==> src/rtl/seg7_pkg.sv <==
// Shared 7-segment definitions: segment type, glyph table and capture FSM states.
// Encoder and decoder both index SEG7_GLYPH so the two directions stay consistent.
package seg7_pkg;

    typedef logic [6:0] seg7_t;  // {g,f,e,d,c,b,a}, active-high

    localparam seg7_t SEG7_BLANK = 7'h00;

    localparam seg7_t SEG7_GLYPH [16] = '{
        7'h3F, 7'h06, 7'h5B, 7'h4F, 7'h66, 7'h6D, 7'h7D, 7'h07,
        7'h7F, 7'h6F, 7'h77, 7'h7C, 7'h39, 7'h5E, 7'h79, 7'h71
    };

    typedef enum logic {
        SETTLE = 1'b0,
        HELD   = 1'b1
    } capture_state_t;

    function automatic seg7_t seg7_encode(input logic [3:0] nibble);
        return SEG7_GLYPH[nibble];
    endfunction

endpackage

==> src/rtl/seg7_to_bin.sv <==
// Combinational inverse of the glyph table: segment pattern -> hex nibble.
// Patterns outside the table (including blank) report glyph_valid_o = 0.
module seg7_to_bin
    import seg7_pkg::*;
(
    input  seg7_t      seg_i,
    output logic [3:0] nibble_o,
    output logic       glyph_valid_o
);

    // NOTE: every output gets a default before the search loop so no latch is inferred.
    always_comb begin
        nibble_o      = 4'h0;
        glyph_valid_o = 1'b0;
        for (int i = 0; i < 16; i++) begin
            if (seg_i == SEG7_GLYPH[i]) begin
                nibble_o      = 4'(i);
                glyph_valid_o = 1'b1;
            end
        end
    end

endmodule

==> src/rtl/seven_seg_scan_capture.sv <==
// Receive side of a multiplexed 7-segment display: synchronises the scan lines,
// waits for each digit to settle, decodes it and emits one word per complete frame.
module seven_seg_scan_capture
    import seg7_pkg::*;
#(
    parameter int NUM_DIGITS    = 4,
    parameter int STABLE_CYCLES = 4
) (
    input  logic                    clk,
    input  logic                    rst,
    input  logic [6:0]              segments_in,
    input  logic [NUM_DIGITS-1:0]   digit_sel_in,
    output logic [4*NUM_DIGITS-1:0] value_out,
    output logic                    value_valid_out,
    output logic                    pattern_error_out
);

    localparam int         SAMPLE_W = NUM_DIGITS + 7;
    localparam int         IDX_W    = (NUM_DIGITS > 1) ? $clog2(NUM_DIGITS) : 1;
    localparam logic [7:0] CNT_LAST = 8'(STABLE_CYCLES - 1);

    seg7_t                   seg_meta_q, seg_sync_q;
    logic [NUM_DIGITS-1:0]   sel_meta_q, sel_sync_q;
    logic [SAMPLE_W-1:0]     prev_q;
    logic [7:0]              stab_cnt_q;
    capture_state_t          state_q;

    logic [4*NUM_DIGITS-1:0] shadow_q, shadow_d;
    logic [NUM_DIGITS-1:0]   seen_q, seen_d;
    logic [4*NUM_DIGITS-1:0] value_q, value_d;
    logic                    valid_q, valid_d;
    logic                    err_q, err_d;

    logic [SAMPLE_W-1:0]     sample;
    logic                    same;
    logic                    settle_hit;
    logic                    evaluate;
    logic [IDX_W-1:0]        sel_idx;
    logic [3:0]              nibble;
    logic                    glyph_valid;

    seg7_to_bin u_decode (
        .seg_i        (seg_sync_q),
        .nibble_o     (nibble),
        .glyph_valid_o(glyph_valid)
    );

    assign sample     = {sel_sync_q, seg_sync_q};
    assign same       = (sample == prev_q);
    assign settle_hit = (state_q == SETTLE) && same && (stab_cnt_q == CNT_LAST);
    // Only a single selected, non-blank digit is worth decoding.
    assign evaluate   = settle_hit && $onehot(sel_sync_q) && (seg_sync_q != SEG7_BLANK);

    always_comb begin
        sel_idx = '0;
        for (int i = 0; i < NUM_DIGITS; i++) begin
            if (sel_sync_q[i]) sel_idx = IDX_W'(i);
        end
    end

    always_comb begin
        shadow_d = shadow_q;
        seen_d   = seen_q;
        value_d  = value_q;
        valid_d  = 1'b0;
        err_d    = evaluate && !glyph_valid;
        if (evaluate && glyph_valid) begin
            shadow_d[4*sel_idx +: 4] = nibble;
            seen_d[sel_idx]          = 1'b1;
            if (&seen_d) begin
                value_d = shadow_d;
                seen_d  = '0;
                valid_d = 1'b1;
            end
        end
    end

    // NOTE: the partial-frame shadow is flop-based and cleared on reset so a
    // reset mid-frame cannot leak stale nibbles into the next reported word.
    // NOTE: sequential state uses non-blocking assignments so every flop samples
    // pre-edge values regardless of statement order.
    always_ff @(posedge clk or posedge rst) begin
        if (rst) begin
            seg_meta_q <= '0;
            seg_sync_q <= '0;
            sel_meta_q <= '0;
            sel_sync_q <= '0;
            prev_q     <= '0;
            stab_cnt_q <= '0;
            state_q    <= SETTLE;
            shadow_q   <= '0;
            seen_q     <= '0;
            value_q    <= '0;
            valid_q    <= 1'b0;
            err_q      <= 1'b0;
        end else begin
            seg_meta_q <= segments_in;
            seg_sync_q <= seg_meta_q;
            sel_meta_q <= digit_sel_in;
            sel_sync_q <= sel_meta_q;
            prev_q     <= sample;
            shadow_q   <= shadow_d;
            seen_q     <= seen_d;
            value_q    <= value_d;
            valid_q    <= valid_d;
            err_q      <= err_d;

            case (state_q)
                SETTLE: begin
                    if (!same) begin
                        stab_cnt_q <= '0;
                    end else if (settle_hit) begin
                        state_q <= HELD;
                    end else if (stab_cnt_q != 8'hFF) begin
                        stab_cnt_q <= stab_cnt_q + 8'd1;
                    end
                end
                HELD: begin
                    if (!same) begin
                        stab_cnt_q <= '0;
                        state_q    <= SETTLE;
                    end
                end
                default: state_q <= SETTLE;
            endcase
        end
    end

    assign value_out         = value_q;
    assign value_valid_out   = valid_q;
    assign pattern_error_out = err_q;

endmodule

==> config.mk <==
export PLATFORM = sky130hd
export DESIGN_NAME = seven_seg_scan_capture
export DESIGN_NICKNAME = d
export VERILOG_FILES = /design/src/rtl/seg7_pkg.sv /design/src/rtl/seg7_to_bin.sv /design/src/rtl/seven_seg_scan_capture.sv
export SDC_FILE = /design/constraint.sdc
export NUM_CORES = 1
export LEC_CHECK = 0
export ABC_AREA = 1
export CAP_MARGIN = 20
export CORE_MARGIN = 2
export CORE_UTILIZATION = 30
export DETAILED_ROUTE_END_ITERATION = 10
export DONT_BUFFER_PORTS = 1
export PLACE_DENSITY = 0.47
export SLEW_MARGIN = 0
export SYNTH_ARGS = -nofsm -noshare
export SYNTH_HDL_FRONTEND = slang
export SYNTH_SLANG_ARGS = --single-unit
export TNS_END_PERCENT = 10
==> constraint.sdc <==
create_clock -name clk -period 5.45 [get_ports clk]
set_clock_uncertainty 0.1 [all_clocks]
set_input_delay 1.09 -clock clk [delete_from_list [all_inputs] [get_ports clk]]
set_output_delay 1.09 -clock clk [all_outputs]
set_load 0.02 [all_outputs]
Word level (Yosys, flattened, before mapping)
Cells that the tools add are included.
{"block": "word_totals", "in_bits": 13, "regBits": 80}
{"block": "classes", "eq_ne": 23, "n_bitwise": 2, "mux": 49, "magnitude_cmp": 2, "n_reduce_logical": 12, "n_addsub": 5, "n_shift": 2}
{"cell": "$eq A7 B7 Y1 const B", "n": 12}
{"cell": "$mux W4", "n": 9}
{"cell": "$neg A4 Y34", "n": 1}
{"cell": "$shift A4 B34 Y16 const A", "n": 1}
{"cell": "$shiftx A4 B34 Y16", "n": 1}
{"cell": "$mux W8", "n": 4}
{"cell": "$mux W1", "n": 24}
{"cell": "$bwmux W16", "n": 1}
{"cell": "$pmux W8 S2", "n": 1}
{"cell": "$eq A7 B3 Y1 const B", "n": 2}
{"cell": "$eq A7 B6 Y1 const B", "n": 2}
{"cell": "$mux W3", "n": 4}
{"cell": "$eq A11 B11 Y1", "n": 1}
{"cell": "$add A8 B1 Y8 const B", "n": 1}
{"cell": "$eq A8 B2 Y1 const B", "n": 1}
{"cell": "$mux W2", "n": 4}
{"cell": "$ne A8 B8 Y1 const B", "n": 1}
{"cell": "$logic_and A1 B1 Y1", "n": 7}
{"cell": "$reduce_bool A7 Y1", "n": 1}
{"cell": "$reduce_and A5 Y1", "n": 1}
{"cell": "$add A1 B1 Y2", "n": 2}
{"cell": "$or A4 B4 Y4", "n": 1}
{"cell": "$reduce_and A4 Y1", "n": 1}
{"cell": "$add A2 B2 Y3", "n": 1}
{"cell": "11 further kinds", "n": 11}

Longest topological paths before layout
Gate-level depths: netlist (run 1).
{"block": "logic_depth", "ltp_word": 19, "depth_mapped": 15, "mapped_depth_nobuf": 14}

By module
A second synthesis (run 1) with hierarchy kept.
{"block": "hier_totals", "hier_cells": 463, "area_unflattened_um2": 4001.3}
{"module": "seven_seg_scan_capture", "area_each_um2": 3716.1, "cells_per_inst": 401, "seq_area_each_um2": 2001.9, "n_inst": 1}
{"module": "seg7_to_bin", "area_each_um2": 285.3, "cells_per_inst": 62, "seq_area_each_um2": 0.0, "n_inst": 1}

Worst setup path after synthesis (run 1)
OpenSTA, ideal clock, no wires.
{"block": "synth_path", "kind": "flip-flop to flip-flop", "startpoint": "register sel_sync_q[1]", "endpoint": "register value_q[1] (netlist: value_out[1])", "stages_incl_launch_ff": 15, "arrival_ps": 2447, "setup_ps": 125, "period_less_slack_ps": 2672, "path_slack_ps": 2778, "t_required_ps": 5225, "path_cell_list": "dfrtp_1 inv_1 fa_1 inv_1 ha_1 ha_1 nor4_1 nand3_1 nor2_4 nand2_4 nor2_4 inv_2 buf_6 nand2_1 o21ai_2"}
{"block": "synth_via", "elab_chain_len": 9}
{"item": "from (decl)", "line_no": "seven_seg_scan_capture.sv:23", "source": "logic [NUM_DIGITS-1:0] sel_meta_q, sel_sync_q;"}
{"item": "from (signal assigned)", "line_no": "seven_seg_scan_capture.sv:100", "source": "sel_sync_q <= sel_meta_q;"}
{"item": "$mux W1", "line_no": "seven_seg_scan_capture.sv:57", "source": "if (sel_sync_q[i]) sel_idx = IDX_W'(i);"}
{"item": "$mux W2 (2 in a row)", "line_no": "seven_seg_scan_capture.sv:57"}
{"item": "$lt A2 B3 Y1 (not written as such) or $ge A2 B1 Y1 (tied branches)", "line_no": "seven_seg_scan_capture.sv:69", "source": "seen_d[sel_idx] = 1'b1;"}
{"item": "$logic_and A1 B1 Y1 (not written as such)", "line_no": "seven_seg_scan_capture.sv:69"}
{"item": "$mux W1 (not written as such)", "line_no": "seven_seg_scan_capture.sv:69"}
{"item": "$demux W1 S2", "line_no": "seven_seg_scan_capture.sv:69"}
{"item": "$or A4 B4 Y4 (no line)"}
{"item": "$reduce_and A5 Y1 (no line)"}
{"item": "to (signal assigned)", "line_no": "seven_seg_scan_capture.sv:104", "source": "value_q <= value_d;"}
{"item": "to (decl)", "line_no": "seven_seg_scan_capture.sv:30", "source": "logic [4*NUM_DIGITS-1:0] value_q, value_d;"}
Parallel ways exist; a longest one is shown, timed or not.
A chain may end at the register's enable or synchronous reset.

Worst setup path after layout (run 1)
{"block": "layout_path", "startpoint": "register sel_sync_q[1]", "endpoint": "register value_q[10] (netlist: value_out[10])"}
Same word-level chain as after synthesis.

==> metrics.md, run 1 <==
| Metric | Value |
|---|---|
| HP Class | reg2reg |
| Die width | 116 um |
| DR WL/cell | roughly 13 um |
| PortBufs | 0 |
| Worst slew pin tran | 714 ps |
| Die ar. | 0.0134 mm2 |
| Ys Warns | 0 |
| Initial drt markers | 147 |
| Clock slew at reported path FFs | roughly 60 ps |
| Setup TNS | 0 ps |
| Final worst slack | 2210 ps |
| CP Launch Type | flop |
| DR pass1 iterations | 4 |
| Number of remaining DRC errors | 0 |
| Synth-to-Final Area Change | 13.7% |
| Antenna Cells | 0 |
| Max rail drop VDD | 0.241 mV |
| Critical Path Sink Type | flop |
| Critical path arrival | 3350 ps |
| Area leader, netlist | dfrtp_1 |
| Most frequent cells in the layout | nand2_1, dfrtp_1, inv_1 |
| Largest net degree at the start of global routing | 43 |
| MaxCap Viol Count | 0 |
| Max-slew headroom | a little over half |
| Gpl congestion | between 0.8 and 0.9 |
| PostCTS Resize Cnt | 0 |
| Root Buffer | clkbuf_16 |
| Synthesized Nets | 457 |
| Post-Place Setup Slack | 2220 ps |
| Clock power frac | 51.3% |
| Deepest clock path buffer count | 2 |
| Worst-Skew Late Latency | 340 ps |
| Chip height | 116 um |
| NetSw | 317 uW |
| Final setup violation count | 0 |
| Synth Instances | ~430 |
| Floorplan core area | approximately 0.012 mm2 |
| CTS Hold Bufs | 0 |
| Slew Viols, Final | 0 |
| Commonest non-fill, non-tap cell in the layout | nand2_1 |
| Tmin final | 3240 ps |
| Mapped Area | 0.00374 mm2 |
| Initial antenna violation count | 0 |
| Fin crit share | between 50% and 60% |
| Starting density of the core | 30.9% |
| Synthesized area per cell | 8.67 um2 |
| CTS sink count | 80 |
| Synth top area share | between 50% and 60% |
| Reg power frac | 44.1% |
| GRT Util Overall | 12.7% |
| Seq/Total Area, Yosys | between 50% and 60% |
| Critical path class | reg2reg |
| Largest fanout on the critical path | 24 |
| Internal Power | 1.08 mW |
| Total Power | roughly 1.4 mW |
| CTS H-tree depth | 3 |
| DP HPWL | between 5 and 6 mm |
| Post-route ant nets | 0 |
| Leakage | 2.12 nW |
| Power Density | about 330 mW/mm2 |
| Vias in the first global route | 2,554 |
| First-pass GRT wire length | 13.1 mm |
| Combinational group share of total power | between 4 and 5% |
| CTS tree | yes |
| Area contributors post-synth | dfrtp_1, nand2_1, inv_1 |
| Share of cells above drive strength 1 | ~10% |
| NumNets Final | approximately 460 |
| Worst Path Required | 5560 ps |
| Status | complete, no violations |
| Final WL | around 8 mm |
| Via Count | 2,637 |
| Yosys cell types | 35 |
| Gr ovfl total | 0 |
| Filler instances | 1,268 |
| Yosys reg bits | 80 |
| RSZ-0062 raised after global routing | false |
| Postcts setup bufs | 0 |
| Vias per cell | 4.32 |
| Total CTS buffers | 9 |
| Switch share | 22.7% |
| Num ports | 31 |
| # rows | 40 |
| Fmax | approximately 0.3 GHz |
| Final Hold Fails | 0 |
-- worst max-delay path, stage by stage, from the launching register on --
cell and delay [ps]:
dfrtp_1 400, inv_1 80, fa_1 500, inv_1 40
ha_1 170, ha_1 300, nor4_1 280, nand3_1 180
nor2_4 160, nand2_4 180, nor2_4 300, inv_2 240
nand2_1 130, o21ai_2 50
-- layout make-up --
cell class                      instances  area (um2)  share of cell area, %
Timing Repair Buffer                    1        7.51                  0.176
Clock buffer                            9         225                   5.29
Tap cell                              168         210                   4.94
Multi-Input combinational cell        289        1470                   34.6
Clock inverter                          7         126                   2.97
Inverter                               56         211                   4.97
Sequential cell                        80        2000                   47.0
-- worst paths after layout --
path	start	endpoint	slack (ps)	depth (start not counted)
worst max-delay path	sel_sync_q[1]	value_out[10]	2210	13
worst min-delay path	seg_meta_q[1]	seg_sync_q[1]	250	0
worst max register to register	sel_sync_q[1]	value_out[10]	2210	13
worst min register to register	seg_meta_q[1]	seg_sync_q[1]	250	0
max in group asynchronous	rst	seen_q[3]	3670	2
min in group asynchronous	rst	value_out[5]	620	1
-- kinds of logic (layout without fill, tap and decap cells) --
| kind of cell | after synthesis | count (layout) | synth area share, % |
|---|---|---|---|
| AO/OA/AOI/OAI | 39 | 39 | 6.11 |
| AND/OR/NAND/NOR | 231 | 231 | 27.4 |
| flip-flops | 80 | 80 | 53.5 |
| adder cells (fa/ha/maj) | 12 | 12 | 4.21 |
| buffers and inverters | 63 | 73 | 7.18 |
| XOR/XNOR | 7 | 7 | 1.64 |
-- stage by stage --
step                      hold WS [ps]  area [um2]  cells  utilization, %
after floorplan                    231        3740    432               -
after global placement             233        3910    594            32.2
after detailed placement           235        3910    594            32.2
after CTS                          249        4260    610            35.1
after global routing               253        4260    610            35.1
final                              247        4260    610            35.1
-- power by group through the flow --
| stage | sequential, mW | combinational [mW] | clock (mW) |
|---|---|---|---|
| after floorplan | 0.624 | 0.0516 | 0 |
| after global placement | 0.626 | 0.0656 | 0 |
| after detailed placement | 0.627 | 0.0661 | 0 |
| after CTS | 0.615 | 0.0664 | 0.736 |
| after global routing | 0.617 | 0.0762 | 0.757 |
| final | 0.615 | 0.0648 | 0.715 |
-- synth_stat cells --
cell / number
and2_1: 1
xnor2_1: 6
nor4_1: 4
o21bai_1: 1
o21ai_2: 3
or2_2: 2
nor2_1: 31
nor3_2: 2
o21a_1: 2
o41ai_1: 1
nand2_1: 134
clkinv_1: 1
nor2_4: 2
xor2_1: 1
inv_1: 50
o21ai_0: 19
ha_1: 11
a22oi_1: 4
nand3_2: 2
nor2_2: 4
fa_1: 1
buf_2: 2
or2_1: 1
inv_2: 5
buf_4: 2
nand4_1: 10
a31oi_1: 1
nand2_2: 3
o21ai_1: 3
nand3_1: 25
a21oi_1: 5
nor3_1: 8
dfrtp_1: 80
nand2_4: 2
buf_6: 3
-- layer usage --
metal / vias up / part of all wire [%] / global-route usage, %
li1: 1376 / - / -
met3: 10 / 4.6 / 3.09
met2: 47 / 42 / 17.7
met1: 1204 / 52 / 18.5
met4: 0 / 2.0 / 6.27
met5: - / 0 / 0
-- sequential cells by signal (all words and copies together) (netlist names) --
name	count
state_q	1
seg_sync_q	7
shadow_q	16
prev_q	11
pattern_error_out	1
value_out	16
sel_sync_q	4
seen_q	4
stab_cnt_q	8
sel_meta_q	4
seg_meta_q	7
value_valid_out	1
Note: power is estimated with default switching activity, not from simulation.
==> inputs of run 2 (changes only) <==
--- a/config.mk
+++ b/config.mk
@@ -11,7 +11,7 @@
 export CORE_UTILIZATION = 30
 export DETAILED_ROUTE_END_ITERATION = 10
 export DONT_BUFFER_PORTS = 1
-export PLACE_DENSITY = 0.47
+export PLACE_DENSITY = 0.48
 export SLEW_MARGIN = 0
 export SYNTH_ARGS = -nofsm -noshare
 export SYNTH_HDL_FRONTEND = slang
==> constraint.sdc (replaced) <==
create_clock -name clk -period 2.7 [get_ports clk]
set_clock_uncertainty 0.1 [all_clocks]
set_input_delay 0.54 -clock clk [delete_from_list [all_inputs] [get_ports clk]]
set_output_delay 0.54 -clock clk [all_outputs]
set_load 0.02 [all_outputs]
==> metrics.md, run 2 (synthesized netlist as in run 1, its figures left out) <==
| Metric | Value |
|---|---|
| Num ports | 31 (unchanged) |
| Final WL | 7.91 mm (was 7.79 mm) |
| DR pass1 iterations | 4 (unchanged) |
| Critical Path Sink Type | flop (unchanged) |
| PortBufs | 0 (unchanged) |
| Floorplan core area | 0.0121 mm2 (unchanged) |
| Starting density of the core | 30.9% (unchanged) |
| HP Class | in2async (was reg2reg) |
| CP Launch Type | flop (unchanged) |
| Slew Viols, Final | 0 (unchanged) |
| Utilization after layout | 36.8% (was 35.1%) |
| Worst Path Required | 2810 ps (was 5560 ps) |
| Clock power frac | 46.9% (was 51.3%) |
| Root Buffer | clkbuf_16 (unchanged) |
| Share of cells above drive strength 1 | 15.1% (was 9.73%) |
| Number of remaining DRC errors | 0 (unchanged) |
| Status | complete, no violations (unchanged) |
| Initial antenna violation count | 0 (unchanged) |
| Final setup violation count | 0 (unchanged) |
| Worst slew pin tran | 429 ps (was 714 ps) |
| DP HPWL | 5.45 mm (was 5.47 mm) |
| Synth-to-Final Area Change | 18.9% (was 13.7%) |
| First-pass GRT wire length | 13.5 mm (was 13.1 mm) |
| NumNets Final | 477 (was 462) |
| Fmax | 0.387 GHz (was 0.309 GHz) |
| Largest net degree at the start of global routing | 81 (was 43) |
| Via Count | 2,740 (was 2,637) |
| R2R depth | 12 (was 13) |
| Max rail drop VDD | 0.363 mV (was 0.241 mV) |
| DR WL/cell | 12.6 um (was 12.8 um) |
| Switch share | 23.3% (was 22.7%) |
| Deepest clock path buffer count | 2 (unchanged) |
| Gr ovfl total | 0 (unchanged) |
| Power Density | 593 mW/mm2 (was 328 mW/mm2) |
| Antenna Cells | 0 (unchanged) |
| Post-route ant nets | 0 (unchanged) |
| Clock slew at reported path FFs | 60 ps (about the same) |
| Worst-Skew Late Latency | 330 ps (was 340 ps) |
| Most frequent cells in the layout | nand2_1, dfrtp_1, inv_1 (unchanged) |
| Post-layout instance area | 0.00445 mm2 (was 0.00426 mm2) |
| # rows | 40 (unchanged) |
| CTS H-tree depth | 3 (unchanged) |
| Initial drt markers | 151 (was 147) |
| Fin crit share | 95.7% (was 59.5%) |
| Flop2flop setup slack | 120 ps (was 2210 ps) |
| NetSw | 616 uW (was 317 uW) |
| Largest fanout on the critical path | 5 (was 24) |
| RSZ-0062 raised after global routing | true (was false) |
| MaxCap Viol Count | 0 (unchanged) |
| Final Hold Fails | 0 (unchanged) |
| Max-slew headroom | 71.4% (was 52.4%) |
| GRT Util Overall | 12.9% (was 12.7%) |
| Critical path arrival | 2700 ps (was 3350 ps) |
| Reg-to-Reg Start | sel_sync_q[0] (was sel_sync_q[1]) |
| Reg power frac | 47.0% (was 44.1%) |
| Die width | 116 um (unchanged) |
| Leakage | 2.19 nW (was 2.12 nW) |
| Chip height | 116 um (unchanged) |
| Total Power | 2.64 mW (was 1.39 mW) |
| Total CTS buffers | 9 (unchanged) |
| Internal Power | 2.02 mW (was 1.08 mW) |
| CTS sink count | 80 (unchanged) |
| Reg-to-Reg End | seen_q[1] (was value_out[10]) |
| Vias per cell | 4.38 (was 4.32) |
| Die ar. | 0.0134 mm2 (unchanged) |
| Tmin final | 2580 ps (was 3240 ps) |
| DP Area | 0.00402 mm2 (was 0.00391 mm2) |
| Final Non-Filler Cells | 625 (was 610) |
| Filler instances | 1,271 (was 1,268) |
| Gpl congestion | 0.836 (was 0.818) |
| Critical path class | reg2reg (unchanged) |
| Vias in the first global route | 2,691 (was 2,554) |
| WHS | 65.1 ps (was 247 ps) |
| CTS tree | yes (unchanged) |
| Placed insts | 606 (was 594) |
| Commonest non-fill, non-tap cell in the layout | nand2_1 (unchanged) |
| Critical path origin | sel_sync_q[0] (was sel_sync_q[1]) |
| CP endpoint | seen_q[1] (was value_out[10]) |
| Combinational group share of total power | 6.1% (was 4.6%) |
## run 2: per-layer routing
| layer | wire length, um | global-route usage (%) |
|---|---|---|
| met5 | 0 | 0 |
| met4 | 126 | 4.52 |
| met3 | 390 | 3.19 |
| met2 | 3370 | 19.2 |
| met1 | 4020 | 18.5 |
## run 2: power groups by stage
| stage | combinational (mW) | sequential, mW | clock (mW) |
|---|---|---|---|
| after CTS | 0.149 | 1.24 | 1.27 |
| final | 0.162 | 1.24 | 1.24 |
| after global routing | 0.185 | 1.24 | 1.33 |
| after floorplan | 0.104 | 1.26 | 0 |
| after global placement | 0.144 | 1.26 | 0 |
| after detailed placement | 0.145 | 1.26 | 0 |
## run 2: final cells by class
| cell class | count | area (um2) | area share, % |
|---|---|---|---|
| flip-flops and latches | 80 | 2000 | 45.0 |
| multi-input cells | 289 | 1530 | 34.3 |
| clock buffers | 10 | 239 | 5.37 |
| inverters | 56 | 219 | 4.92 |
| well taps | 168 | 210 | 4.72 |
| repair buffers | 16 | 190 | 4.27 |
| clock inverters | 6 | 67.6 | 1.52 |
## run 2: stage by stage
step,worst slack (ps),setup TNS (ps)
after floorplan,8.26,0
after global placement,-51.6,-407
final,117,0
after global routing,-80.3,-1110
after detailed placement,-166,-2990
after CTS,3.69,0
## run 2: how the worst min path moves through the flow
stage / endpoint
floorplan: seg_sync_q[0]
global placement: sel_sync_q[2]
detailed placement: sel_sync_q[0]
CTS: value_out[5]
global route: value_out[5]
finish: value_out[5]
## run 2: what timing repair did
action                                  in CTS  in global routing
cloned                                       1                  0
resized for setup                            8                 10
endpoints found under the setup margin      34                 37
setup buffers                                1                  1
hold endpoints to repair                     0                  0
pin swaps                                    4                  5
hold buffers                                 0                  0
## run 2: worst max-delay path: stages (launching register included)
cell and delay, ps:
dfrtp_1 360, inv_2 50, fa_1 530, inv_1 40, ha_2 170, ha_4 160
nor4_4 250, nand3_2 130, nor2_4 120, nand2_4 80, nor2_4 140, bufbuf_16 280
nor3_1 50
==> inputs of run 3 (changes only) <==
--- a/config.mk
+++ b/config.mk
@@ -12,6 +12,7 @@
 export DETAILED_ROUTE_END_ITERATION = 10
 export DONT_BUFFER_PORTS = 1
 export PLACE_DENSITY = 0.48
+export REMOVE_ABC_BUFFERS = 1
 export SLEW_MARGIN = 0
 export SYNTH_ARGS = -nofsm -noshare
 export SYNTH_HDL_FRONTEND = slang
==> metrics.md, run 3 (synthesized netlist as in run 1, its figures left out) <==
| Metric | Value |
|---|---|
| Status | complete, no violations (unchanged) |
| Setup TNS | 0 ps (unchanged) |
| Filler instances | 1,272 (was 1,271) |
| Final setup violation count | 0 (unchanged) |
| Starting density of the core | 30.9% (unchanged) |
| Worst Path Required | 2830 ps (was 2810 ps) |
| Num ports | 31 (unchanged) |
| DR pass1 iterations | 4 (unchanged) |
| Most frequent cells in the layout | nand2_1, dfrtp_1, inv_1 (unchanged) |
| Total CTS buffers | 9 (unchanged) |
| Antenna Cells | 0 (unchanged) |
| Worst-Skew Late Latency | 340 ps (was 330 ps) |
| Max-slew headroom | 71.5% (was 71.4%) |
| Die ar. | 0.0134 mm2 (unchanged) |
| Largest fanout on the critical path | 10 (was 5) |
| Worst stage delay on the critical path | 540 ps (was 530 ps) |
| HP Class | in2async (unchanged) |
| CTS tree | yes (unchanged) |
| Max rail drop VDD | 0.348 mV (was 0.363 mV) |
| Fin crit share | 96.4% (was 95.7%) |
| Synth-to-Final Area Change | 22.0% (was 18.9%) |
| Root Buffer | clkbuf_16 (unchanged) |
| Reg-to-Reg Start | sel_sync_q[3] (was sel_sync_q[0]) |
| Cell Chain, Critical Path | inv_2, fa_1, inv_2, ha_4, inv_4, nor4_2, nand3_1, nor2_4, nand2_4, nor2_4, buf_12, inv_12, nand2_2, nand2_2 (was inv_2, fa_1, inv_1, ha_2, ha_4, nor4_4, nand3_2, nor2_4, nand2_4, nor2_4, bufbuf_16, nor3_1) |
| Reg-to-Reg End | value_out[4] (was seen_q[1]) |
| Post-Place Setup Slack | -111 ps (was -166 ps) |
| Final WL | 8.27 mm (was 7.91 mm) |
| Floorplan core area | 0.0121 mm2 (unchanged) |
| Leakage | 2.24 nW (was 2.19 nW) |
| Deepest clock path buffer count | 2 (unchanged) |
| Critical path class | reg2reg (unchanged) |
| Tmin final | 2600 ps (was 2580 ps) |
| Critical path arrival | 2730 ps (was 2700 ps) |
| Commonest non-fill, non-tap cell in the layout | nand2_1 (unchanged) |
| Final worst slack | 97.3 ps (was 117 ps) |
| Slowest cell on the critical path | fa_1 (unchanged) |
| Total Power | 2.74 mW (was 2.64 mW) |
| Vias in the first global route | 2,801 (was 2,691) |
| R2R depth | 14 (was 12) |
| NumNets Final | 484 (was 477) |
| Register area | 0.00200 mm2 (unchanged) |
| Flop2flop setup slack | 100 ps (was 120 ps) |
| Power Density | 600 mW/mm2 (was 593 mW/mm2) |
| CP Launch Type | flop (unchanged) |
| DP HPWL | 5.61 mm (was 5.45 mm) |
| Via Count | 2,804 (was 2,740) |
| RSZ-0062 raised after global routing | true (unchanged) |
| MaxCap Viol Count | 0 (unchanged) |
| CTS H-tree depth | 3 (unchanged) |
| GRT Util Overall | 13.6% (was 12.9%) |
| Initial drt markers | 203 (was 151) |
| Die width | 116 um (unchanged) |
| CTS sink count | 80 (unchanged) |
| Share of cells above drive strength 1 | 19.2% (was 15.1%) |
| Post-route ant nets | 0 (unchanged) |
| Vias per cell | 4.44 (was 4.38) |
| Initial antenna violation count | 0 (unchanged) |
| Clock slew at reported path FFs | 60 ps (about the same) |
| Gr ovfl total | 0 (unchanged) |
| Slew Viols, Final | 0 (unchanged) |
| Post-layout instance area | 0.00457 mm2 (was 0.00445 mm2) |
| Critical Path Sink Type | flop (unchanged) |
| First-pass GRT wire length | 13.8 mm (was 13.5 mm) |
| Utilization after layout | 37.7% (was 36.8%) |
| DR WL/cell | 13.1 um (was 12.6 um) |
| Worst slew pin tran | 428 ps (was 429 ps) |
| Chip height | 116 um (unchanged) |
| Number of remaining DRC errors | 0 (unchanged) |
| Gpl congestion | 0.786 (was 0.836) |
| DP Area | 0.00401 mm2 (was 0.00402 mm2) |
| # rows | 40 (unchanged) |
| Final Hold Fails | 0 (unchanged) |
| PortBufs | 0 (unchanged) |
| Largest net degree at the start of global routing | 81 (unchanged) |
| Fmax | 0.384 GHz (was 0.387 GHz) |
| Multi-input logic area | 0.00157 mm2 (was 0.00153 mm2) |
## run 3: metal layers
metal	routed length [um]	part of all wire [%]	GRT usage [%]	up-vias
met5	0	0	0	-
met4	149	1.8	5.71	0
met3	306	3.7	3.29	10
met2	3820	46	20.8	46
met1	3990	48	18.4	1330
li1	-	-	-	1418
## run 3: repair_timing
action	in CTS	in global routing
hold buffers	0	0
setup buffers	8	0
gates resized for setup	20	24
pin swaps	8	10
setup endpoints to repair	22	36
cloned	2	0
## run 3: final cells by class
| type | count | share of cell area (%) |
|---|---|---|
| clock buffer | 10 | 5.23 |
| clock inverter | 5 | 1.73 |
| inverter | 56 | 5.04 |
| multi-input combinational | 289 | 34.4 |
| sequential | 80 | 43.8 |
| tap | 168 | 4.60 |
| timing repair buffer | 21 | 4.60 |
| timing repair inverter | 2 | 0.603 |
## run 3: worst max path at each step
stage | start | end | slack (ps) | cells after the start
after global routing | sel_sync_q[3] | value_out[1] | -70 | 14
after detailed placement | sel_sync_q[0] | value_out[10] | -110 | 13
after CTS | sel_sync_q[0] | value_out[7] | 30 | 14
after global placement | sel_sync_q[0] | value_out[10] | -40 | 13
final | sel_sync_q[3] | value_out[4] | 100 | 14
after floorplan | sel_sync_q[1] | value_out[10] | -160 | 13
## run 3: power breakdown
group | internal (mW) | switching, mW
Sequential | 1.22 | 0.0178
Combinational | 0.0642 | 0.108
Clock | 0.830 | 0.494
## run 3: critical path, delay by kind of cell (launching register included)
family	cells	cell delay, ps
simple gates	7	860
fa+ha+maj	2	810
flops	1	360
buf+inv	5	380
## run 3: stage by stage
step / instances / hold slack, ps
final: 631 / 68.4
after global routing: 631 / 102
after CTS: 631 / 100
after detailed placement: 606 / 235
after global placement: 606 / 231
after floorplan: 425 / 231
